$ cat config.mk
export PLATFORM = sky130hd
export DESIGN_NAME = nonrestoring_divider_flat
export DESIGN_NICKNAME = d
export VERILOG_FILES = /design/src/rtl/nonrestoring_divider_if.sv /design/src/rtl/nonrestoring_divider.sv /design/src/flat_wrapper.sv
export SDC_FILE = /design/constraint.sdc
export NUM_CORES = 1
export LEC_CHECK = 0
export CORE_ASPECT_RATIO = 1.75
export CORE_MARGIN = 3
export CORE_UTILIZATION = 55
export DETAILED_ROUTE_END_ITERATION = 8
export PLACE_DENSITY = 0.9
export SYNTH_ARGS = -nofsm -noshare
export SYNTH_HDL_FRONTEND = slang
export SYNTH_SLANG_ARGS = --single-unit
$ cat constraint.sdc
create_clock -name clk -period 3.9 [get_ports clk]
set_clock_uncertainty 0.15 [all_clocks]
set_input_delay 0.78 -clock clk [delete_from_list [all_inputs] [get_ports clk]]
set_output_delay 0.78 -clock clk [all_outputs]
set_load 0.02 [all_outputs]
$ cat src/rtl/nonrestoring_divider_if.sv
// Handshake and operand/result bus for the non-restoring divider.
// The requester drives the master modport, the divider uses the slave modport.
interface nonrestoring_divider_if #(
    parameter int WIDTH = 8
);
    logic             start;
    logic [WIDTH-1:0] dividend;
    logic [WIDTH-1:0] divisor;
    logic [WIDTH-1:0] quotient;
    logic [WIDTH-1:0] remainder;
    logic             busy;
    logic             done;
    logic             div_by_zero;

    modport master (
        output start, dividend, divisor,
        input  quotient, remainder, busy, done, div_by_zero
    );

    modport slave (
        input  start, dividend, divisor,
        output quotient, remainder, busy, done, div_by_zero
    );
endinterface

$ cat src/rtl/nonrestoring_divider.sv
// Sequential radix-2 non-restoring divider with start/done handshake.
// Optional macro SIGNED_DIV_EN enables two's-complement operands via an extra SIGN state.
module nonrestoring_divider #(
    parameter  int WIDTH = 8,
    localparam int CNT_W = $clog2(WIDTH + 1)
) (
    input logic                   clk,
    input logic                   rst_n,
    nonrestoring_divider_if.slave bus
);

`ifdef SIGNED_DIV_EN
    typedef enum logic [2:0] {
        S_IDLE, S_LOAD, S_ITER, S_FIX, S_SIGN, S_DONE
    } state_t;
`else
    typedef enum logic [2:0] {
        S_IDLE, S_LOAD, S_ITER, S_FIX, S_DONE
    } state_t;
`endif

    state_t           r_state;
    logic [CNT_W-1:0] r_cnt;
    logic [WIDTH:0]   r_A;
    logic [WIDTH-1:0] r_Q;
    logic [WIDTH-1:0] r_M;
    logic             r_divZero;
    logic [WIDTH-1:0] r_quotient;
    logic [WIDTH-1:0] r_remainder;
    logic             r_busy;
    logic             r_done;
    logic             r_dbz;
`ifdef SIGNED_DIV_EN
    logic             r_signQ;
    logic             r_signR;
`endif

    logic             w_accept;
    logic [WIDTH-1:0] w_loadQ;
    logic [WIDTH-1:0] w_loadM;
    logic [WIDTH:0]   w_mExt;
    logic [WIDTH:0]   w_aShift;
    logic [WIDTH:0]   w_aIter;
    logic [WIDTH:0]   w_aFix;

    assign w_accept = bus.start && (r_state == S_IDLE || r_state == S_DONE);
    assign w_mExt   = {1'b0, r_M};
    assign w_aShift = {r_A[WIDTH-1:0], r_Q[WIDTH-1]};
    assign w_aIter  = r_A[WIDTH] ? (w_aShift + w_mExt) : (w_aShift - w_mExt);
    assign w_aFix   = r_A[WIDTH] ? (r_A + w_mExt) : r_A;

    // A zero divisor keeps the raw dividend in Q so it can be returned as the remainder.
    always_comb begin
        w_loadQ = bus.dividend;
        w_loadM = bus.divisor;
`ifdef SIGNED_DIV_EN
        if (bus.divisor != '0 && bus.dividend[WIDTH-1])
            w_loadQ = ~bus.dividend + WIDTH'(1);
        if (bus.divisor[WIDTH-1])
            w_loadM = ~bus.divisor + WIDTH'(1);
`endif
    end

    always_ff @(posedge clk) begin
        if (!rst_n) begin
            r_state     <= S_IDLE;
            r_cnt       <= '0;
            r_A         <= '0;
            r_Q         <= '0;
            r_M         <= '0;
            r_divZero   <= 1'b0;
            r_quotient  <= '0;
            r_remainder <= '0;
            r_busy      <= 1'b0;
            r_done      <= 1'b0;
            r_dbz       <= 1'b0;
`ifdef SIGNED_DIV_EN
            r_signQ     <= 1'b0;
            r_signR     <= 1'b0;
`endif
        end else begin
            r_done <= 1'b0;
            unique case (r_state)
                S_IDLE, S_DONE: begin
                    r_state <= bus.start ? S_LOAD : S_IDLE;
                    r_busy  <= bus.start;
                end
                // Divide-by-zero skips the iterations but still passes through FIX.
                S_LOAD: begin
                    r_divZero <= (r_M == '0);
                    r_state   <= (r_M == '0) ? S_FIX : S_ITER;
                end
                S_ITER: begin
                    r_A   <= w_aIter;
                    r_Q   <= {r_Q[WIDTH-2:0], ~w_aIter[WIDTH]};
                    r_cnt <= r_cnt - CNT_W'(1);
                    if (r_cnt == CNT_W'(1))
                        r_state <= S_FIX;
                end
                S_FIX: begin
                    if (r_divZero) begin
                        r_quotient  <= '1;
                        r_remainder <= r_Q;
                        r_dbz       <= 1'b1;
                        r_busy      <= 1'b0;
                        r_done      <= 1'b1;
                        r_state     <= S_DONE;
                    end else begin
                        r_A <= w_aFix;
`ifdef SIGNED_DIV_EN
                        r_state <= S_SIGN;
`else
                        r_quotient  <= r_Q;
                        r_remainder <= w_aFix[WIDTH-1:0];
                        r_dbz       <= 1'b0;
                        r_busy      <= 1'b0;
                        r_done      <= 1'b1;
                        r_state     <= S_DONE;
`endif
                    end
                end
`ifdef SIGNED_DIV_EN
                // C-style truncation: remainder takes the sign of the dividend.
                S_SIGN: begin
                    r_quotient  <= r_signQ ? (~r_Q + WIDTH'(1)) : r_Q;
                    r_remainder <= r_signR ? (~r_A[WIDTH-1:0] + WIDTH'(1)) : r_A[WIDTH-1:0];
                    r_dbz       <= 1'b0;
                    r_busy      <= 1'b0;
                    r_done      <= 1'b1;
                    r_state     <= S_DONE;
                end
`endif
                default: r_state <= S_IDLE;
            endcase

            if (w_accept) begin
                r_Q   <= w_loadQ;
                r_M   <= w_loadM;
                r_A   <= '0;
                r_cnt <= CNT_W'(WIDTH);
`ifdef SIGNED_DIV_EN
                r_signQ <= bus.dividend[WIDTH-1] ^ bus.divisor[WIDTH-1];
                r_signR <= bus.dividend[WIDTH-1];
`endif
            end
        end
    end

    assign bus.quotient    = r_quotient;
    assign bus.remainder   = r_remainder;
    assign bus.busy        = r_busy;
    assign bus.done        = r_done;
    assign bus.div_by_zero = r_dbz;

endmodule

$ cat src/flat_wrapper.sv
// flat-port wrapper written by rule: the top's interface ports become plain ports
module nonrestoring_divider_flat 
#(
    parameter  int WIDTH = 8,
    localparam int CNT_W = $clog2(WIDTH + 1)
)
  (clk, rst_n, bus_start, bus_dividend, bus_divisor, bus_quotient, bus_remainder, bus_busy, bus_done, bus_div_by_zero);
  nonrestoring_divider_if #(.WIDTH(WIDTH)) bus_i ();
  input logic clk;
  input logic rst_n;
  input wire logic [$bits(bus_i.start)-1:0] bus_start;
  input wire logic [$bits(bus_i.dividend)-1:0] bus_dividend;
  input wire logic [$bits(bus_i.divisor)-1:0] bus_divisor;
  output wire logic [$bits(bus_i.quotient)-1:0] bus_quotient;
  output wire logic [$bits(bus_i.remainder)-1:0] bus_remainder;
  output wire logic [$bits(bus_i.busy)-1:0] bus_busy;
  output wire logic [$bits(bus_i.done)-1:0] bus_done;
  output wire logic [$bits(bus_i.div_by_zero)-1:0] bus_div_by_zero;
  assign bus_i.start = bus_start;
  assign bus_i.dividend = bus_dividend;
  assign bus_i.divisor = bus_divisor;
  assign bus_quotient = bus_i.quotient;
  assign bus_remainder = bus_i.remainder;
  assign bus_busy = bus_i.busy;
  assign bus_done = bus_i.done;
  assign bus_div_by_zero = bus_i.div_by_zero;
  nonrestoring_divider #(.WIDTH(WIDTH)) u_core (.clk(clk), .rst_n(rst_n), .bus(bus_i));
endmodule
==> summary.txt, run 1 <==
Clock network
  – Postcts setup bufs: 0
  – Count of H-tree levels built during CTS: 2
  – Clock latency on the worst-skew pair: 0.31 ns
  – Longest Clk Path Bufs: 2
  – Number of clock sinks seen by CTS: 52
  – Count of hold-fix buffers inserted at cts: 0
  – TritonCTS clock tree: done
  – Clock-pin slew on the worst setup and hold paths: 0.09 ns
  – Number of gates resized after cts: 0
  – TritonCTS buffer count: 5
  – Root Driver: clkbuf_8

Die
  – Die Area: 6640 um2
  – Number of rows in the core area: 35
  – Die Width: 62.9 um
  – Starting Density: 57.8%
  – Core footprint: 5390 um2
  – Number of I/O pins: 38
  – Die Y-Extent: 106 um

Synthesis
  – Most used standard cell by instance count after synthesis: dfxtp_1
  – Fraction of post-synthesis cell area in the top cell type by area: 33.4%
  – Number of flops mapped to enable cells by yosys: 0
  – Distinct cell type count after synthesis: 48
  – Main flop type after synthesis: dfxtp_1
  – Post-synth net total: 416
  – Total of flip-flops plus latches after synthesis: 52
  – Total standard cell area after synthesis: 3120 um2
  – Sequential element share of the synthesized area: 33.4%
  – Commonest cells in the synthesized netlist: dfxtp_1 (52), nand2_1 (49), nor2_1 (35)
  – Leading area contributor after synthesis: dfxtp_1
  – Number of warnings issued by yosys: 0
  – Top cells by area, synth: dfxtp_1 (33%), ha_1 (7.6%), nand2_1 (5.9%)
  – Mean Syn Cell Area: 8.29 um2
  – Gate Count Post-Synth: 376
  – Share of flip-flops with an asynchronous set or reset after synthesis: 0%

Global route
  – Number of antenna violations at the first check in global routing: 0
  – Number of global-route vias before repair: 2,804
  – Gr usage total: 25.2%
  – Pin count of the biggest net entering global routing: 29
  – Gr ovfl total: 0
  – Global-route wire length before repair: 13,400 um

Critical path
  – Worst stage delay on the critical path: 0.50 ns
  – Critical path class: reg2reg
  – Critical path endpoint category: register
  – Critical path cell sequence: inv_1 -> ha_1 -> mux2_2 -> ha_1 -> a21o_1 -> a21oi_1 -> nor3_1 -> a31oi_1 -> o2111ai_1 -> o221a_1
  – Type of element launching the critical path: register
  – Required time at the worst-slack endpoint: 3.95 ns
  – Cell repeated most along the worst path: ha_1
  – Arr. time, crit path: 2.93 ns
  – Cell with the biggest individual delay on the critical path: dfxtp_1
  – Top fanout value on the critical path: 6

Route
  – Via-per-instance ratio: 5.91
  – Final routed wirelength across all metal layers: 7930 um
  – Routed wirelength normalized by instance count: 16.6 um
  – Antenna violation net count after detailed routing: 0
  – First DRT Iteration DRCs: 174
  – Count of vias placed by the detailed router: 2,830
  – Count of TritonRoute iterations in the first routing pass: 4
  – DRC Markers: 0

Finish
  – Count of inserted antenna diode cells: 0
  – Net count, final: 444
  – Filler instances: 437
  – Seq. cell area: 1040 um2
  – Fraction of final layout cells sized beyond drive strength 1: 4.69%
  – Area growth syn-to-layout: 15.9%
  – Area used by multi-input combinational logic: 1930 um2

Power
  – Leakage power summed over all cells: 1.40 nW
  – Total Power: 2.15 mW
  – Max VDD drop: 373 uV
  – Power per unit of standard cell area: 595 nW/um2

Place
  – Dpl hpwl: 6010 um
  – Final weighted congestion in routability-driven placement: 0.990
  – Count of input and output buffers: 37

Timing
  – Setup_tns: 0 ns
  – Minimum clock period: 2.88 ns
  – Number of failing setup endpoints in the final timing report: 0
  – Highest clock frequency the design can meet: 348 MHz
  – Max-slew headroom at the worst pin: 35.9%
  – Unrepaired setup endpoints after global routing: false
  – Period Utilization, post-route: 73.7%
  – Fin. Hold Viols: 0
  – Slew of the pin with the lowest slew margin: 0.959 ns
  – Final slew viol count: 0

Job
  – Maxcap violations: 0

Min path
  – Worst min-delay path class: reg2reg

Outcome
  – Result of the run: finished, final reports clean
placed cells by master (no fill, tap or decap), drive strengths merged, types with 2 or more instances in the layout:
cell type and instances:
a211oi 6, nor2b 6, clkbuf 7, nand2 49, and2 4, o221a 2, nand3 3, a31oi 5
ha 19, nand3b 2, and3 2, a22oi 9, nor2 36, o21bai 2, fa 2, nand2b 6
a21oi 14, inv 11, a21o 5, nor3b 11, a221oi 2, o31ai 3, o21ai 20, clkdlybuf4s50 37
mux2i 11, nor4b 2, xor2 11, dfxtp 52, buf 5, a21boi 20, o211ai 5, o2bb2ai 2
o21a 3, mux2 2, nor3 14, xnor2 7
per-stage QoR:
step / worst slack [ns] / utilization [%] / cell area [um2] / hold WS [ns] / std cells
finish: 1.02 / 67.0 / 3610 / 0.323 / 479
global route: 0.799 / 67.0 / 3610 / 0.363 / 479
CTS: 1.05 / 67.0 / 3610 / 0.325 / 479
detailed placement: 1.07 / 65.3 / 3520 / 0.312 / 471
global placement: 1.13 / 65.3 / 3520 / 0.300 / 471
floorplan: 1.22 / - / 3120 / 0.315 / 376
report_power, final:
group	internal (mW)	total [mW]	switching, mW	leakage (nW)
Sequential	0.637	0.807	0.170	0.423
Combinational	0.452	1.02	0.567	0.928
Clock	0.145	0.322	0.177	0.0445
worst max-delay path: cells and delay by family, from the launching register on:
kind / cells / cell delay [ns]
compound gates: 5 / 1.12
mux: 1 / 0.27
buf+inv: 1 / 0.08
simple gates: 1 / 0.08
flops: 1 / 0.50
fa+ha+maj: 2 / 0.56
layer usage:
metal,global-route usage [%],share of wire [%],up-vias
li1,-,-,1388
met1,27.5,37,1331
met2,45.9,55,88
met3,3.30,4.5,23
met4,13.9,3.8,0
met5,0,0,-
state kept, by name, summed over array words and instances (netlist names):
| name | cells |
|---|---|
| u_core.r_state | 3 |
| u_core.r_A | 9 |
| u_core.r_cnt | 4 |
| u_core.bus.done | 1 |
| u_core.bus.quotient | 8 |
| u_core.bus.div_by_zero | 1 |
| u_core.r_divZero | 1 |
| u_core.r_M | 8 |
| u_core.r_Q | 8 |
| u_core.bus.remainder | 8 |
| u_core.bus.busy | 1 |
worst paths after layout:
check | from | end | slack (ns) | depth (start not counted)
setup / recovery | u_core.r_M[0] | u_core.r_A[5] | 1.02 | 10
hold / removal | u_core.bus.remainder[0] | u_core.bus.remainder[0] | 0.32 | 2
setup reg to reg | u_core.r_M[0] | u_core.r_A[5] | 1.02 | 10
hold reg to reg | u_core.bus.remainder[0] | u_core.bus.remainder[0] | 0.32 | 2
kinds of logic (layout without fill, tap and decap cells):
| group | after synthesis | in the layout | synth area share (%) |
|---|---|---|---|
| flip-flops | 52 | 52 | 33.4 |
| multiplexers | 13 | 13 | 4.26 |
| AND/OR/NAND/NOR | 138 | 138 | 21.6 |
| AO/OA/AOI/OAI | 102 | 102 | 22.2 |
| buffers and inverters | 32 | 61 | 4.50 |
| XOR/XNOR | 18 | 18 | 5.06 |
| adder cells (fa/ha/maj) | 21 | 21 | 8.92 |
area by class of cell:
cell class | instances | area share, %
clock inverters | 1 | 0.208
flip-flops and latches | 52 | 28.8
well taps | 74 | 2.56
inverters | 11 | 1.14
multi-input cells | 292 | 53.6
repair buffers | 42 | 11.3
clock buffers | 7 | 2.39
(Power assumes the default switching activity.)
==> run 2, diff against run 1 <==
==> constraint.sdc (replaced) <==
create_clock -name clk -period 3 [get_ports clk]
set_clock_uncertainty 0.15 [all_clocks]
set_input_delay 0.6 -clock clk [delete_from_list [all_inputs] [get_ports clk]]
set_output_delay 0.6 -clock clk [all_outputs]
set_load 0.02 [all_outputs]
==> run 2 against run 1 <==
Sequential share of layout area down 0.33 points. Clock-buffer cell count down 1. Largest cell class unchanged. Via count up 1.4%. Wire length up 0.40%. Clock power up 33%. Non-clock buffer count up 5. Worst setup slack worse by 0.79 ns. Critical path type unchanged. Critical path depth up 1. Sequential power up 24%. Fmax up 4.1%.
==> summary.txt, run 2 (synthesized netlist as in run 1, its figures left out) <==
Outcome
  – Result of the run: finished, final reports clean

Finish
  – Area growth syn-to-layout: 17.4%
  – Filler instances: 448 (+2.5%)
  – Number of flip-flops under the largest register name: 9 (unchanged)
  – Commonest cells after routing, fill and taps aside: dfxtp_1 (51), nand2_1 (49), clkdlybuf4s50_1 (37)
  – Layout Cells excl Fill: 484 (+1.0%)
  – Register bank with the most flops: u_core.r_A
  – Fraction of final layout cells sized beyond drive strength 1: 6.59% (+1.9 points)
  – Summed area of non-filler cells in the final layout: 3660 um2 (+1.3%)
  – Seq. cell area: 1040 um2 (+0.12%)
  – Count of inserted antenna diode cells: 0 (unchanged)
  – Net count, final: 449 (+1.1%)
  – Area used by multi-input combinational logic: 1940 um2 (+0.26%)
  – Most common cell after layout, fill and taps aside: dfxtp_1

Route
  – First DRT Iteration DRCs: 170 (-2.3%)
  – Via-per-instance ratio: 5.93 (+0.40%)
  – Count of TritonRoute iterations in the first routing pass: 5 (+1)
  – Final routed wirelength across all metal layers: 7960 um (+0.40%)
  – Count of vias placed by the detailed router: 2,871 (+1.4%)
  – Antenna violation net count after detailed routing: 0 (unchanged)
  – Routed wirelength normalized by instance count: 16.5 um (-0.63%)
  – DRC Markers: 0 (unchanged)

Power
  – Leakage power summed over all cells: 1.43 nW (+2.6%)
  – Max VDD drop: 536 uV (+44%)
  – Power per unit of standard cell area: 776 nW/um2 (+30%)

Clock network
  – Clock latency on the worst-skew pair: 0.31 ns (about the same)
  – Clock-pin slew on the worst setup and hold paths: 0.10 ns (about the same)
  – TritonCTS buffer count: 5 (unchanged)
  – Count of H-tree levels built during CTS: 2 (unchanged)
  – Count of hold-fix buffers inserted at cts: 0 (unchanged)
  – Longest Clk Path Bufs: 2 (unchanged)
  – Root Driver: clkbuf_8
  – Number of clock sinks seen by CTS: 52 (unchanged)
  – TritonCTS clock tree: done

Place
  – Pre-CTS worst setup slack: 0.164 ns (-0.906 ns)
  – Count of input and output buffers: 37 (unchanged)
  – Dpl hpwl: 6050 um (+0.72%)
  – Placed Cells: 476 (+1.1%)
  – Final weighted congestion in routability-driven placement: 0.900 (-9.0%)
  – Cell area after placement: 3550 um2 (+1.1%)

Die
  – Die Width: 62.9 um (unchanged)
  – Die Y-Extent: 106 um (unchanged)
  – Starting Density: 57.8% (unchanged)
  – Number of I/O pins: 38 (unchanged)
  – Core footprint: 5390 um2 (unchanged)
  – Number of rows in the core area: 35 (unchanged)
  – Die Area: 6640 um2 (unchanged)

Timing
  – Worst path setup slack after routing: 0.239 ns (-0.786 ns)
  – Fin. Hold Viols: 0 (unchanged)
  – Max-slew headroom at the worst pin: 34.1% (-1.9 points)
  – Minimum clock period: 2.76 ns (-0.114 ns)
  – Setup_tns: 0 ns (unchanged)
  – Period Utilization, post-route: 92.0% (+18 points)
  – Unrepaired setup endpoints after global routing: false
  – Final slew viol count: 0 (unchanged)
  – Number of failing setup endpoints in the final timing report: 0 (unchanged)
  – Highest clock frequency the design can meet: 362 MHz (+4.1%)
  – Slew of the pin with the lowest slew margin: 0.987 ns (+0.0279 ns)

Critical path
  – Top fanout value on the critical path: 6 (unchanged)
  – Arr. time, crit path: 2.81 ns (-0.12 ns)
  – Critical path endpoint category: register
  – Required time at the worst-slack endpoint: 3.05 ns (-0.90 ns)
  – Critical path class: reg2reg
  – Type of element launching the critical path: register

Global route
  – Pin count of the biggest net entering global routing: 26 (-10%)
  – Global-route wire length before repair: 13,300 um (-1.0%)
  – Number of global-route vias before repair: 2,835 (+1.1%)
  – Number of antenna violations at the first check in global routing: 0 (unchanged)
  – Gr usage total: 24.7% (-0.51 points)
  – Gr ovfl total: 0 (unchanged)

Min path
  – Worst min-delay path class: reg2reg

Job
  – Maxcap violations: 0 (unchanged)
==> run 2: layout make-up <==
type	count	share of cell area, %
Multi-Input combinational cell	292	53.0
Inverter	11	1.13
Timing Repair Buffer	47	12.2
Clock inverter	2	0.376
Sequential cell	52	28.5
Tap cell	74	2.53
Clock buffer	6	2.26
==> run 2: per-layer routing <==
metal	global-route usage, %	share of wire [%]	routed length [um]	vias up
met5	0	0	0	-
met4	11.8	3.4	269	0
met3	3.52	3.4	270	26
met2	45.7	55	4350	84
met1	26.9	39	3070	1363
li1	-	-	-	1398
==> run 2: critical path, stage by stage, from the launching register on <==
cell	delay [ns]
dfxtp_1	0.44
inv_1	0.07
ha_1	0.28
mux2_2	0.15
inv_1	0.05
fa_1	0.44
nor2b_1	0.18
nor2_1	0.08
o31ai_2	0.29
a31oi_1	0.14
xnor2_1	0.16
a31o_1	0.22
==> run 2: power by group <==
group	leakage (nW)	switching (mW)	total, mW	internal [mW]
Combinational	0.956	0.797	1.41	0.608
Sequential	0.424	0.175	1.00	0.829
Clock	0.0516	0.239	0.428	0.189
Total	1.43	1.21	2.84	1.63
==> run 2: per-stage QoR <==
step	utilization, %	hold WS (ns)	power (mW)
after floorplan	-	0.315	2.01
after global placement	66.0	0.298	2.36
after detailed placement	66.0	0.305	2.39
after CTS	67.8	0.318	2.82
after global routing	67.9	0.357	3.04
final	67.9	0.314	2.84
==> run 2: path summary, 6_finish.rpt <==
check	end	cells past startpoint	slack, ns	from
setup / recovery	u_core.r_Q[0]	11	0.24	u_core.r_M[0]
hold / removal	u_core.bus.remainder[1]	2	0.31	u_core.bus.remainder[1]
setup reg to reg	u_core.r_Q[0]	11	0.24	u_core.r_M[0]
hold reg to reg	u_core.bus.remainder[1]	2	0.31	u_core.bus.remainder[1]
==> run 2: repair_timing <==
item	in CTS	in global routing
setup endpoints to repair	0	4
setup buffers	0	0
resized for setup	0	2
==> run 3, diff against run 2 <==
--- a/config.mk
+++ b/config.mk
@@ -10,6 +10,7 @@
 export CORE_UTILIZATION = 55
 export DETAILED_ROUTE_END_ITERATION = 8
 export PLACE_DENSITY = 0.9
+export RECOVER_POWER = 50
 export SYNTH_ARGS = -nofsm -noshare
 export SYNTH_HDL_FRONTEND = slang
 export SYNTH_SLANG_ARGS = --single-unit
==> run 3 against run 2 <==
Worst hold slack improved by 0.0032 ns. Flip-flop and latch count unchanged. Worst setup slack got worse by 0.0075 ns. Core utilization decreased by 0.28 points. First-iteration DRC count decreased by 8.2%. Die area unchanged. Sequential power about the same. Largest cell class unchanged. Highest routed layer unchanged.
==> summary.txt, run 3 (synthesized netlist as in run 1, its figures left out) <==
Place
  – Final weighted congestion in routability-driven placement: 0.900 (unchanged)
  – Cell area after placement: 3550 um2 (unchanged)
  – Count of input and output buffers: 37 (unchanged)
  – Dpl hpwl: 6050 um (unchanged)

Critical path
  – Cell with the biggest individual delay on the critical path: nor4b_1
  – Arr. time, crit path: 2.82 ns (about the same)
  – Top fanout value on the critical path: 4 (-2)
  – Critical path cell sequence: nor2_1 -> nor4b_1 -> nor2_1 -> xor2_1 -> ha_1 -> inv_1 -> o31ai_2 -> a31oi_1 -> xnor2_1 -> a31o_1
  – Critical path endpoint category: register
  – Critical path class: reg2reg
  – Type of element launching the critical path: register
  – Reg-to-reg critical path startpoint: u_core.r_M[2]
  – Required time at the worst-slack endpoint: 3.05 ns (about the same)
  – Cell repeated most along the worst path: nor2_1
  – Worst stage delay on the critical path: 0.48 ns (+0.04 ns)
  – Dominant delay contributor by cell family on the critical path: simple AND/OR/NAND/NOR gates
  – Launch point of the critical path: u_core.r_M[2]
  – Buffers & Inverters on Critical Path: 1 (-1)

Finish
  – Filler instances: 453 (+1.1%)
  – Count of inserted antenna diode cells: 0 (unchanged)
  – Register bank with the most flops: u_core.r_A
  – Fraction of final layout cells sized beyond drive strength 1: 5.85% (-0.73 points)
  – Area growth syn-to-layout: 16.9%
  – Summed area of non-filler cells in the final layout: 3640 um2 (-0.41%)
  – Net count, final: 449 (unchanged)
  – Commonest cells after routing, fill and taps aside: dfxtp_1 (51), nand2_1 (49), nor2_1 (35)
  – Number of flip-flops under the largest register name: 9 (unchanged)
  – Most common cell after layout, fill and taps aside: dfxtp_1

Clock network
  – Root Driver: clkbuf_8
  – TritonCTS buffer count: 5 (unchanged)
  – Longest Clk Path Bufs: 2 (unchanged)
  – Count of hold-fix buffers inserted at cts: 0 (unchanged)
  – Clock-pin slew on the worst setup and hold paths: 0.10 ns (about the same)
  – Number of clock sinks seen by CTS: 52 (unchanged)
  – TritonCTS clock tree: done
  – Count of H-tree levels built during CTS: 2 (unchanged)
  – Clock latency on the worst-skew pair: 0.30 ns (about the same)

Route
  – Via-per-instance ratio: 5.94 (+0.10%)
  – Count of vias placed by the detailed router: 2,874 (+0.10%)
  – Count of TritonRoute iterations in the first routing pass: 5 (unchanged)
  – Antenna violation net count after detailed routing: 0 (unchanged)
  – First DRT Iteration DRCs: 156 (-8.2%)
  – DRC Markers: 0 (unchanged)
  – Routed wirelength normalized by instance count: 16.5 um (+0.26%)
  – Final routed wirelength across all metal layers: 7990 um (+0.26%)

Die
  – Number of rows in the core area: 35 (unchanged)
  – Starting Density: 57.8% (unchanged)
  – Die Area: 6640 um2 (unchanged)
  – Core footprint: 5390 um2 (unchanged)
  – Die Width: 62.9 um (unchanged)
  – Die Y-Extent: 106 um (unchanged)
  – Number of I/O pins: 38 (unchanged)

Timing
  – Max-slew headroom at the worst pin: 33.9% (-0.18 points)
  – Setup_tns: 0 ns (unchanged)
  – Highest clock frequency the design can meet: 361 MHz (-0.27%)
  – Worst-case hold slack: 0.318 ns (+0.00321 ns)
  – Final slew viol count: 0 (unchanged)
  – Period Utilization, post-route: 92.3% (+0.25 points)
  – Unrepaired setup endpoints after global routing: false
  – Fin. Hold Viols: 0 (unchanged)
  – Slew of the pin with the lowest slew margin: 0.989 ns (+0.00274 ns)
  – Minimum clock period: 2.77 ns (+0.00748 ns)
  – Number of failing setup endpoints in the final timing report: 0 (unchanged)

Outcome
  – Result of the run: finished, final reports clean

Global route
  – Global-route wire length before repair: 13,300 um (unchanged)
  – Gr usage total: 24.7% (unchanged)
  – Number of antenna violations at the first check in global routing: 0 (unchanged)
  – Pin count of the biggest net entering global routing: 26 (unchanged)
  – Gr ovfl total: 0 (unchanged)
  – Number of global-route vias before repair: 2,835 (unchanged)

Power
  – Max VDD drop: 538 uV (+0.26%)
  – Power per unit of standard cell area: 778 nW/um2 (+0.20%)
  – Leakage power summed over all cells: 1.45 nW (+1.4%)

Job
  – Maxcap violations: 0 (unchanged)

Min path
  – Worst min-delay path class: reg2reg
  – Startpoint of the most critical hold path: u_core.bus.remainder[1]
run 3: routing by layer:
layer  wire (um)  track usage, %  up-vias
met5           0               0        -
met4         247            11.8        0
met3         283            3.52       25
met2        4370            45.7       84
met1        3090            26.9     1366
li1            -               -     1399
run 3: per-stage QoR:
stage               power (mW)  setup WS (ns)  utilization, %  std cells
floorplan                 2.01          0.323               -        376
global placement          2.36          0.244            66.0        476
detailed placement        2.39          0.164            66.0        476
CTS                       2.82         0.0994            67.8        484
global route              3.03         0.0264            67.6        484
finish                    2.83          0.231            67.6        484
run 3: where the power goes:
| group | internal (mW) | switching [mW] | total, mW |
|---|---|---|---|
| combinational | 0.601 | 0.802 | 1.40 |
| sequential | 0.829 | 0.173 | 1.00 |
| clock | 0.189 | 0.238 | 0.427 |
| total | 1.62 | 1.21 | 2.83 |
run 3: worst paths after layout:
| kind | cells after the start | slack [ns] | to |
|---|---|---|---|
| worst max-delay path | 10 | 0.23 | u_core.r_Q[0] |
| worst min-delay path | 2 | 0.32 | u_core.bus.remainder[1] |
| worst max register to register | 10 | 0.23 | u_core.r_Q[0] |
| worst min register to register | 2 | 0.32 | u_core.bus.remainder[1] |
run 3: timing repair:
| action | 4_1_cts | 5_1_grt |
|---|---|---|
| setup endpoints to repair | 0 | 4 |
| endpoints found under the hold margin | 0 | 0 |
| setup buffers | 0 | 0 |
| gates resized for setup | 0 | 2 |
run 3: tightest hold or removal path, delay by kind of cell (launching register included):
| family | cells | cell delay (ns) |
|---|---|---|
| flops | 1 | 0.32 |
| compound gates | 1 | 0.06 |
| simple gates | 1 | 0.04 |
run 3: cell type report:
cell class | instances | area [um2] | area share (%)
Multi-Input combinational cell | 292 | 1930 | 53.0
Clock buffer | 6 | 82.6 | 2.27
Sequential cell | 52 | 1040 | 28.6
Tap cell | 74 | 92.6 | 2.54
Inverter | 11 | 41.3 | 1.13
Timing Repair Buffer | 47 | 438 | 12.0
Clock inverter | 2 | 13.8 | 0.378
